$ cat src/rtl/fetch_pkg.sv
// Shared fetch-stage definitions: default vectors, BTB index width and
// predictor counter encodings derived from the counter width.
package fetch_pkg;

    localparam logic [31:0] DEF_RESET_PC = 32'h0000_0000;
    localparam logic [31:0] DEF_IRQ_VEC  = 32'h8000_0004;
    localparam logic [31:0] CTR_STRONG_NT = 32'd0;

    function automatic int unsigned idx_bits(input int unsigned entries);
        return $clog2(entries);
    endfunction

    function automatic logic [31:0] ctr_strong_t(input int unsigned bits);
        return (32'd1 << bits) - 32'd1;
    endfunction

    function automatic logic [31:0] ctr_weak_t(input int unsigned bits);
        return 32'd1 << (bits - 1);
    endfunction

    function automatic logic [31:0] ctr_weak_nt(input int unsigned bits);
        return (32'd1 << (bits - 1)) - 32'd1;
    endfunction

endpackage

$ cat src/rtl/btb_table.sv
// Direct-mapped branch target buffer: combinational lookup on one PC,
// registered training from the resolve stage with saturating counters.
module btb_table
    import fetch_pkg::*;
#(
    parameter int XLEN        = 32,
    parameter int BTB_ENTRIES = 16,
    parameter int CTR_BITS    = 2
) (
    input  logic            clk_i,
    input  logic            rst_i,
    input  logic [XLEN-1:0] lookup_pc_i,
    output logic            pred_taken_o,
    output logic [XLEN-1:0] pred_target_o,
    input  logic            upd_valid_i,
    input  logic [XLEN-1:0] upd_pc_i,
    input  logic            upd_taken_i,
    input  logic [XLEN-1:0] upd_target_i
);

    localparam int IDX   = int'(idx_bits(BTB_ENTRIES));
    localparam int TAG_W = XLEN - IDX - 2;
    localparam logic [CTR_BITS-1:0] CTR_MAX  = CTR_BITS'(ctr_strong_t(CTR_BITS));
    localparam logic [CTR_BITS-1:0] CTR_MIN  = CTR_BITS'(CTR_STRONG_NT);
    localparam logic [CTR_BITS-1:0] CTR_INIT = CTR_BITS'(ctr_weak_t(CTR_BITS));

    logic [BTB_ENTRIES-1:0] valid_q;
    logic [TAG_W-1:0]       tag_q [BTB_ENTRIES];
    logic [XLEN-1:0]        tgt_q [BTB_ENTRIES];
    logic [CTR_BITS-1:0]    ctr_q [BTB_ENTRIES];

    logic [IDX-1:0]   l_idx, u_idx;
    logic [TAG_W-1:0] l_tag, u_tag;
    logic             l_hit, u_hit;
    logic [3:0]       unused_pc_lsbs;

    function automatic logic [CTR_BITS-1:0] sat_inc(input logic [CTR_BITS-1:0] c);
        return (c == CTR_MAX) ? c : c + CTR_BITS'(1);
    endfunction

    function automatic logic [CTR_BITS-1:0] sat_dec(input logic [CTR_BITS-1:0] c);
        return (c == CTR_MIN) ? c : c - CTR_BITS'(1);
    endfunction

    assign l_idx = lookup_pc_i[IDX+1:2];
    assign l_tag = lookup_pc_i[XLEN-1:IDX+2];
    assign u_idx = upd_pc_i[IDX+1:2];
    assign u_tag = upd_pc_i[XLEN-1:IDX+2];
    assign unused_pc_lsbs = {lookup_pc_i[1:0], upd_pc_i[1:0]};

    // Lookup reads pre-update contents; no write-to-read bypass.
    assign l_hit         = valid_q[l_idx] && (tag_q[l_idx] == l_tag);
    assign pred_taken_o  = l_hit && ctr_q[l_idx][CTR_BITS-1];
    assign pred_target_o = l_hit ? tgt_q[l_idx] : '0;

    assign u_hit = valid_q[u_idx] && (tag_q[u_idx] == u_tag);

    always_ff @(posedge clk_i) begin
        if (rst_i) begin
            valid_q <= '0;
        end else if (upd_valid_i && !u_hit && upd_taken_i) begin
            valid_q[u_idx] <= 1'b1;
        end
    end

    always_ff @(posedge clk_i) begin
        if (upd_valid_i) begin
            if (u_hit) begin
                if (upd_taken_i) begin
                    ctr_q[u_idx] <= sat_inc(ctr_q[u_idx]);
                    tgt_q[u_idx] <= upd_target_i;
                end else begin
                    ctr_q[u_idx] <= sat_dec(ctr_q[u_idx]);
                end
            end else if (upd_taken_i) begin
                tag_q[u_idx] <= u_tag;
                tgt_q[u_idx] <= upd_target_i;
                ctr_q[u_idx] <= CTR_INIT;
            end
        end
    end

endmodule

$ cat src/rtl/btb_fetch_unit.sv
// IF-stage fetch PC with BTB next-PC prediction, redirects and latched IRQ.
// Optional BTB_STATS_EN adds hit_count / redirect_count outputs.
module btb_fetch_unit
    import fetch_pkg::*;
#(
    parameter int              XLEN        = 32,
    parameter int              BTB_ENTRIES = 16,
    parameter int              CTR_BITS    = 2,
    parameter logic [XLEN-1:0] RESET_PC    = XLEN'(DEF_RESET_PC),
    parameter logic [XLEN-1:0] IRQ_VEC     = XLEN'(DEF_IRQ_VEC)
) (
    input  logic            clk,
    input  logic            reset,
    input  logic            stall,
    input  logic            redirect_valid,
    input  logic [XLEN-1:0] redirect_pc,
    input  logic            update_valid,
    input  logic [XLEN-1:0] update_pc,
    input  logic            update_taken,
    input  logic [XLEN-1:0] update_target,
    input  logic            irq,
    output logic [XLEN-1:0] pc,
    output logic [XLEN-1:0] pc_plus4,
    output logic            pred_taken,
    output logic [XLEN-1:0] pred_target,
    output logic            irq_ack
`ifdef BTB_STATS_EN
    ,
    output logic [31:0]     hit_count,
    output logic [31:0]     redirect_count
`endif
);

    logic [XLEN-1:0] pc_q, pc_d;
    logic            irq_pend_q, irq_pend_d;
    logic            irq_ack_q, irq_ack_d;

    btb_table #(
        .XLEN        (XLEN),
        .BTB_ENTRIES (BTB_ENTRIES),
        .CTR_BITS    (CTR_BITS)
    ) u_btb (
        .clk_i         (clk),
        .rst_i         (reset),
        .lookup_pc_i   (pc_q),
        .pred_taken_o  (pred_taken),
        .pred_target_o (pred_target),
        .upd_valid_i   (update_valid),
        .upd_pc_i      (update_pc),
        .upd_taken_i   (update_taken),
        .upd_target_i  (update_target)
    );

    assign pc       = pc_q;
    assign pc_plus4 = pc_q + XLEN'(4);
    assign irq_ack  = irq_ack_q;

    always_comb begin
        pc_d       = pc_q;
        irq_pend_d = irq_pend_q;
        irq_ack_d  = 1'b0;
        if (redirect_valid) begin
            pc_d = redirect_pc;
            if (irq) irq_pend_d = 1'b1;
        end else if ((irq_pend_q || irq) && !stall) begin
            pc_d       = IRQ_VEC;
            irq_ack_d  = 1'b1;
            irq_pend_d = 1'b0;
        end else if (stall) begin
            if (irq) irq_pend_d = 1'b1;
        end else if (pred_taken) begin
            pc_d = pred_target;
        end else begin
            pc_d = pc_plus4;
        end
    end

    always_ff @(posedge clk) begin
        if (reset) begin
            pc_q       <= RESET_PC;
            irq_pend_q <= 1'b0;
            irq_ack_q  <= 1'b0;
        end else begin
            pc_q       <= pc_d;
            irq_pend_q <= irq_pend_d;
            irq_ack_q  <= irq_ack_d;
        end
    end

`ifdef BTB_STATS_EN
    logic [31:0] hit_cnt_q, redir_cnt_q;
    logic        pred_adv;

    // Mirrors the priority chain: only a prediction-driven advance counts.
    assign pred_adv = !redirect_valid && !stall && !(irq_pend_q || irq) && pred_taken;

    always_ff @(posedge clk) begin
        if (reset) begin
            hit_cnt_q   <= '0;
            redir_cnt_q <= '0;
        end else begin
            if (pred_adv)       hit_cnt_q   <= hit_cnt_q + 32'd1;
            if (redirect_valid) redir_cnt_q <= redir_cnt_q + 32'd1;
        end
    end

    assign hit_count      = hit_cnt_q;
    assign redirect_count = redir_cnt_q;
`endif

endmodule

$ cat config.mk
export PLATFORM = sky130hd
export DESIGN_NAME = btb_fetch_unit
export DESIGN_NICKNAME = d
export VERILOG_FILES = /design/src/rtl/fetch_pkg.sv /design/src/rtl/btb_table.sv /design/src/rtl/btb_fetch_unit.sv
export SDC_FILE = /design/constraint.sdc
export NUM_CORES = 1
export LEC_CHECK = 0
export BUFFER_PORTS_ARGS = -buffer_cell sky130_fd_sc_hd__buf_2
export CORE_MARGIN = 1.5
export CORE_UTILIZATION = 35
export CTS_BUF_LIST = sky130_fd_sc_hd__clkbuf_2
export CTS_CLUSTER_DIAMETER = 40
export DETAILED_ROUTE_END_ITERATION = 7
export PLACE_DENSITY = 0.47
export RECOVER_POWER = 100
export SLEW_MARGIN = 20
export SYNTH_ARGS = -nofsm -noshare
export SYNTH_HDL_FRONTEND = slang
export SYNTH_HIERARCHICAL = 1
export SYNTH_SLANG_ARGS = --single-unit
$ cat constraint.sdc
create_clock -name clk -period 11.9 [get_ports clk]
set_clock_uncertainty 0.2 [all_clocks]
set_input_delay 2.38 -clock clk [delete_from_list [all_inputs] [get_ports clk]]
set_output_delay 2.38 -clock clk [all_outputs]
set_load 0.05 [all_outputs]
==> results.tsv, run 1 <==
metric	value	unit
startpoint_type	flip-flop	
hold_viol_final	0	
fin_tns_setup	0	ns
wl_per_cell	30.7	um
synth.distinct_cells	72	
synth-edff-count	960	
drc	0	
fillCellCount	11684	
postCtsSetupBuffers	0	
fin_crit_sh	90.4	%
rows	130	
synth_area	44400	um^2
cts_buffers	291	
whs	0.306	ns
num_vias	25910	
multi_input_area	14000	um^2
slowest_stage	nor2b_1	
fin_crit	10.76	ns
wl	140	mm
hpwlAfterDp	80.3	mm
cts.sink_count	1010	
die_h	359	um
path_max_fanout	53	
postCtsHoldBufs	0	
max_freq	93.0	MHz
wl_met3	10.1	mm
grt_max_degree	87	
first_iter_violations	2695	
cts_max_level	5	
detail-route-antenna-nets	0	
cts_resized	0	
vias_per_cell	5.71	
violations	capacitance limit, slew limit	
synth_cells	2286	
seq_power_share	56.4	%
worst-setup-path-type	flip-flop to primary output	
core	126000	um^2
worst_pin_slew	3.51	ns
first_pass_iters	5	
highest_layer	met5	
grt_remaining_overflow	0	
slew_violations	1049	
synth-seq-area-share	67.1	%
hold_class	flip-flop to flip-flop	
io_pins	201	
ys_ff_latch	1010	
slew_headroom	-134	%
cp.required	9.32	ns
track_usage	21.6	%
area.growth.synth_to_final	11.6	%
p_int	5170	uW
grt_pass1_vias	27387	
run_status	finished, violations left	
cts_tree	yes	
clockRootBuffer	clkbuf_2	
drive_above_1_share	33.2	%
critPathTopFamily	simple AND/OR/NAND/NOR gates	
end_kind	primary output	
ir_worst_vdd	0.0891	mV
avgSynthCellArea	19.4	um^2
ys_async_sr_fraction	0	%
clock_path_buffers	4	
rsz0062_at_grt	false	
die_area	129000	um^2
critical_path_buf_inv_count	3	
gp_congestion	0.855	
seqCellArea	29800	um^2
leakagePower	0.0157	uW
pwr-share-comb	9.1	%
grt_pass1_wl	198	mm
clkPwrFrac	34.5	%
p_per_area	142	nW/um^2
antenna_found_initial	14	
cts.reportedPaths.clkPinSlew	0.09	ns
die_x	359	um
clock_latency	1.64	ns
start_util	35.3	%
yosysWarningCount	6	
switching_share	26.8	%
switching_power	1890	uW
wl_met1	59.3	mm
fin_nets	2795	
dr_wl_met2	67.0	mm
synth_ff_type	edfxtp_1	
cp_data_arrival_time	8.18	ns
cpPeakStageDelay	0.91	ns
cp_cell_sequence	buf_12 -> mux4_2 -> nor2b_1 -> a211oi_1 -> a21oi_1 -> xor2_1 -> nor4_1 -> nand4_1 -> clkbuf_1 -> nor2b_1 -> clkbuf_1	
synth_nets	2390	
drv_cap	35	
portBuffers	198	
setup_viol_count_final	0	
-- metrics by stage --
stage,setup slack [ns],power (uW),area (um^2),instances,util [%]
3_5_place_dp,3.48,4710,47600,4047,37.9
4_1_cts,1.54,7170,50000,4524,39.8
2_1_floorplan,3.99,4450,44400,2286,-
6_report,1.14,7060,49600,4538,39.4
5_1_grt,0.643,7380,49600,4535,39.4
3_3_place_gp,3.52,4710,47600,4047,37.9
-- power groups by stage --
stage / clock network (uW) / registers (uW) / logic (uW)
4_1_cts: 2530 / 3980 / 657
3_5_place_dp: 0 / 4060 / 654
3_3_place_gp: 0 / 4060 / 650
5_1_grt: 2710 / 3990 / 682
2_1_floorplan: 0 / 4050 / 399
6_report: 2430 / 3980 / 642
-- registers in the layout (all words and copies together) (netlist names) --
register,count
u_btb/valid_q,16
irq_pend_q,1
irq_ack,1
u_btb/ctr_q,32
u_btb/tag_q,416
pc,32
u_btb/tgt_q,512
-- cell type report --
cell class,instances,share of cell area [%]
diodes,13,0.0656
clock buffers,426,4.30
clock inverters,51,0.512
inverters,22,0.166
multi-input cells,1101,28.2
flip-flops and latches,1010,60.2
well taps,1650,4.16
repair buffers,265,2.45
-- path summary, 6_finish.rpt --
kind,from,end,slack [ns],cells past startpoint
max,pc[2],pred_target[29],1.14,11
min reg2reg,u_btb/valid_q[0],u_btb/valid_q[0],0.31,1
max reg2reg,pc[2],pc[22],4.05,15
min,u_btb/valid_q[0],u_btb/valid_q[0],0.31,1
-- cell usage after synthesis, drive strengths merged, types with 4 or more instances --
cell | n | area share [%]
edfxtp | 960 | 65
mux4 | 404 | 21
clkbuf | 82 | 0.69
nand2 | 81 | 0.68
nor2 | 74 | 0.63
buf | 71 | 0.85
mux2i | 66 | 1.5
dfxtp | 50 | 2.3
nor3 | 50 | 0.60
nor2b | 48 | 0.68
xnor2 | 43 | 0.85
a21oi | 42 | 0.47
xor2 | 35 | 0.69
nand3 | 24 | 0.28
inv | 20 | 0.17
o2111a | 17 | 0.43
a32o | 16 | 0.36
nand3b | 15 | 0.25
nand4 | 15 | 0.23
o21ai | 15 | 0.17
nor4 | 13 | 0.26
a31oi | 10 | 0.14
and3 | 10 | 0.14
or2 | 9 | 0.13
or4 | 9 | 0.17
o22ai | 8 | 0.11
a221o | 7 | 0.16
nand2b | 7 | 0.099
a22oi | 6 | 0.10
mux2 | 6 | 0.15
o211ai | 6 | 0.10
o32ai | 6 | 0.12
a2111oi | 5 | 0.099
and2 | 5 | 0.070
o31a | 5 | 0.099
o21a | 4 | 0.068
-- layout by cell type (no fill, tap or decap), drive strengths merged, types with 24 or more instances in the layout --
| master | instances |
|---|---|
| edfxtp | 960 |
| clkbuf | 621 |
| mux4 | 404 |
| nand2 | 81 |
| nor2 | 74 |
| buf | 70 |
| mux2i | 66 |
| dfxtp | 50 |
| nor3 | 50 |
| clkinv | 49 |
| nor2b | 48 |
| xnor2 | 43 |
| a21oi | 42 |
| xor2 | 35 |
| nand3 | 24 |
-- per-layer routing --
layer / vias to the layer above / global-route usage, %
met5: - / 0
met4: 14 / 7.31
met3: 238 / 4.75
met2: 1152 / 34.3
met1: 13874 / 29.4
li1: 10632 / -
-- cell families (layout without fill, tap and decap cells) --
kind of cell             count (synthesis)  after routing  synth area share (%)
multiplexers                           476            476                  22.2
AND/OR/NAND/NOR                        368            368                  4.36
XOR/XNOR                                78             78                  1.54
other                                    0             13                     0
AO/OA/AOI/OAI                          178            178                  3.03
flip-flops                            1010           1010                  67.1
buffers and inverters                  175            764                  1.73
adder cells (fa/ha/maj)                  1              1                0.0282
-- worst register-to-register path, delay by kind of cell (launching register included) --
| family | cells | cell delay [ns] |
|---|---|---|
| compound gates | 3 | 0.86 |
| xor+xnor | 1 | 0.25 |
| buf+inv | 5 | 2.99 |
| flops | 1 | 0.89 |
| mux | 1 | 0.62 |
| simple gates | 5 | 1.92 |
No activity file was read; power rests on OpenSTA's default activity.
==> run 2: changes to the inputs <==
ABC_AREA = 1   (was default)
==> run 2 against run 1 <==
Net effect: the flow still finishes with violations (capacitance limit, slew limit); area after synthesis increased by 5.9%; die area increased by 5.8%; maximum frequency increased by 1.7%; worst setup slack improved by 0.18 ns; power increased by 1.3%.
==> results.tsv, run 2 <==
metric	value	unit	change
largestRegisters	u_btb/tgt_q (512), u_btb/tag_q (416)		unchanged
synth-seq-area-share	63.4	%	was 67.1%
clkPwrFrac	33.3	%	was 34.5%
run_status	finished, violations left		unchanged
largest_reg_flops	512		unchanged
cts_buffers	291		unchanged
yosysMostFrequentCell	nand2_1		was edfxtp_1
seq_power_share	55.6	%	was 56.4%
grt_max_degree	170		was 87
io_pins	201		unchanged
core	133000	um^2	was 126,000 um^2
hpwlAfterDp	89.1	mm	was 80.3 mm
switching_share	29.2	%	was 26.8%
vias_per_cell	5.32		was 5.71
fillCellCount	13584		was 11,684
detail-route-antenna-nets	0		unchanged
pwr-share-comb	11.1	%	was 9.1%
slew_violations	793		was 1,049
r2r-start	pc[4]		was pc[2]
synth-edff-count	960		unchanged
clockRootBuffer	clkbuf_2		unchanged
cp_data_arrival_time	11.49	ns	was 8.18 ns
dp_cells	6526		was 4,047
cts.reportedPaths.clkPinSlew	0.10	ns	was 0.09 ns
avgSynthCellArea	9.80	um^2	was 19.4 um^2
drc	0		unchanged
synth_area	47000	um^2	was 44,400 um^2
hold_path.startpoint	u_btb/valid_q[14]		was u_btb/valid_q[0]
track_usage	23.7	%	was 21.6%
antenna_found_initial	15		was 14
synth_top_area_share	61.3	%	was 64.9%
grt_pass1_wl	237	mm	was 198 mm
gp_congestion	0.882		was 0.855
ys_ff_latch	1010		unchanged
cts.sink_count	1010		unchanged
wl_per_cell	23.6	um	was 30.7 um
synth_top_cells_by_area	edfxtp_1 61%, nand2_1 12%, a21oi_1 4.0%, o21ai_0 3.9%, nor2_1 2.7%		was edfxtp_1 65%, mux4_2 20%, dfxtp_1 2.3%, mux2i_1 1.5%, xnor2_1 0.85%
rsz0062_at_grt	false		unchanged
yosysWarningCount	6		unchanged
cts_tree	yes		unchanged
fin_crit_sh	88.9	%	was 90.4%
fin_crit	10.58	ns	was 10.76 ns
startpoint_type	primary input		was flip-flop
max_freq	94.6	MHz	was 93.0 MHz
grt_remaining_overflow	0		unchanged
startpoint	update_pc[3]		was pc[2]
grt_pass1_vias	35036		was 27,387
first_pass_iters	7		was 5
worst_pin_slew	3.62	ns	was 3.51 ns
leakagePower	0.0196	uW	was 0.0157 uW
synth_ff_type	edfxtp_1		unchanged
reg2reg_slack	3.94	ns	was 4.05 ns
drv_cap	22		was 35
clock_latency	1.60	ns	was 1.64 ns
first_iter_violations	3330		was 2,695
rows	134		was 130
slew_headroom	-141	%	was -134%
die_x	370	um	was 359 um
clock_path_buffers	4		unchanged
worst-setup-path-type	primary input to flip-flop		was flip-flop to primary output
top_register	u_btb/tgt_q		unchanged
p_total	7150	uW	was 7060 uW
p_int	5060	uW	was 5170 uW
instances_no_fill	6999		was 4,538
wl	165	mm	was 140 mm
post_dp_cell_area	49700	um^2	was 47,600 um^2
synth_top_area_cell	edfxtp_1		unchanged
ys_async_sr_fraction	0	%	unchanged
hold_viol_final	0		unchanged
portBuffers	198		unchanged
final_area	51600	um^2	was 49,600 um^2
die_h	370	um	was 359 um
synth.distinct_cells	40		was 72
cts_max_level	5		unchanged
p_per_area	139	nW/um^2	was 142 nW/um^2
postCtsHoldBufs	0		unchanged
setup_viol_count_final	0		unchanged
switching_power	2090	uW	was 1890 uW
num_vias	37246		was 25,910
violations	capacitance limit, slew limit		unchanged
start_util	35.2	%	was 35.3%
cts_resized	0		unchanged
path_max_fanout	36		was 53
synth_commonest_cells	1,505 x nand2_1, 960 x edfxtp_1, 374 x a21oi_1		was 960 x edfxtp_1, 400 x mux4_2, 82 x clkbuf_1
fin_nets	5155		was 2,795
synth_nets	4903		was 2,390
ir_worst_vdd	0.0622	mV	was 0.0891 mV
drive_above_1_share	11.4	%	was 33.2%
synth_cells	4799		was 2,286
hold_class	flip-flop to flip-flop		unchanged
die_area	137000	um^2	was 129,000 um^2
fin_tns_setup	0	ns	unchanged
cp.required	12.82	ns	was 9.32 ns
postCtsSetupBuffers	0		unchanged
final_common_cell	nand2_1		was edfxtp_1
layout_common_cells	1,508 x nand2_1, 960 x edfxtp_1, 427 x clkbuf_2		was 960 x edfxtp_1, 426 x clkbuf_2, 400 x mux4_2
area.growth.synth_to_final	9.69	%	was 11.6%
end_kind	flip-flop		was primary output
==> run 2: cell types whose count changed after synthesis, moves of 264 or more <==
cell and delta:
a21oi_1 +332, nand2_1 +1424, o21ai_0 +349, nor2_1 +270
inv_1 +264, mux4_2 -400
==> run 2: metrics by stage <==
stage / util [%] / hold WS (ns) / setup slack (ns)
5_1_grt: 38.7 / 0.299 / 1.17
3_3_place_gp: 37.2 / 0.253 / 4.32
2_1_floorplan: - / 0.240 / 5.73
6_report: 38.7 / 0.272 / 1.32
3_5_place_dp: 37.2 / 0.255 / 4.30
4_1_cts: 39.0 / 0.270 / 2.59
==> run 2: routing by layer <==
layer / track usage, % / share of wire [%] / up-vias
li1: - / - / 17317
met1: 33.6 / 45 / 18198
met2: 36.1 / 45 / 1443
met3: 4.88 / 8.0 / 274
met4: 7.66 / 2.3 / 14
met5: 0 / 0.045 / -
==> run 2: area by class of cell <==
cell class              instances  area [um^2]  share of cell area [%]
flip-flops and latches       1010        29800                    57.8
clock buffers                 426         2130                    4.13
diodes                          3         7.51                  0.0146
inverters                     291         1120                    2.17
clock inverters                44          169                   0.327
multi-input cells            3187        14800                    28.6
repair buffers                270         1340                    2.60
well taps                    1768         2210                    4.29
==> run 2: kinds of logic (layout without fill, tap and decap cells) <==
logic type | after synthesis | count (layout) | share of synthesized area [%]
xor+xnor | 12 | 12 | 0.223
compound gates | 1068 | 1068 | 13.4
fa+ha+maj | 1 | 1 | 0.0266
simple gates | 2106 | 2106 | 17.8
other cells | 0 | 3 | 0
flops | 1010 | 1010 | 63.4
buf+inv | 602 | 1031 | 5.22
==> run 2: worst max-delay path: stages <==
cell and delay, ns:
clkbuf_1 1.95, clkbuf_1 1.03, clkinvlp_2 1.28, clkbuf_1 1.20
nand2_1 0.51, inv_2 0.25, nand2_1 0.12, nand4_1 0.08
nand2_1 0.10, nand2_1 0.07, nor2_1 0.43, inv_1 0.10
nand2_1 0.10, nor2_1 0.04, nand3_1 0.06, nor2_1 0.08
nand2_2 0.36, nand2_1 0.15, clkinv_1 0.07, clkbuf_2 1.03
==> run 2: worst paths after layout <==
path,endpoint,cells after the start
min reg2reg,u_btb/valid_q[14],2
min,u_btb/valid_q[14],2
max,u_btb/tag_q[14][22],20
max reg2reg,pc[16],16
==> run 2: power groups by stage <==
stage	logic, uW	clock network (uW)	registers [uW]
2_1_floorplan	458	0	4050
3_3_place_gp	797	0	4050
3_5_place_dp	796	0	4050
4_1_cts	798	2470	3970
5_1_grt	866	2650	3980
6_report	795	2380	3970
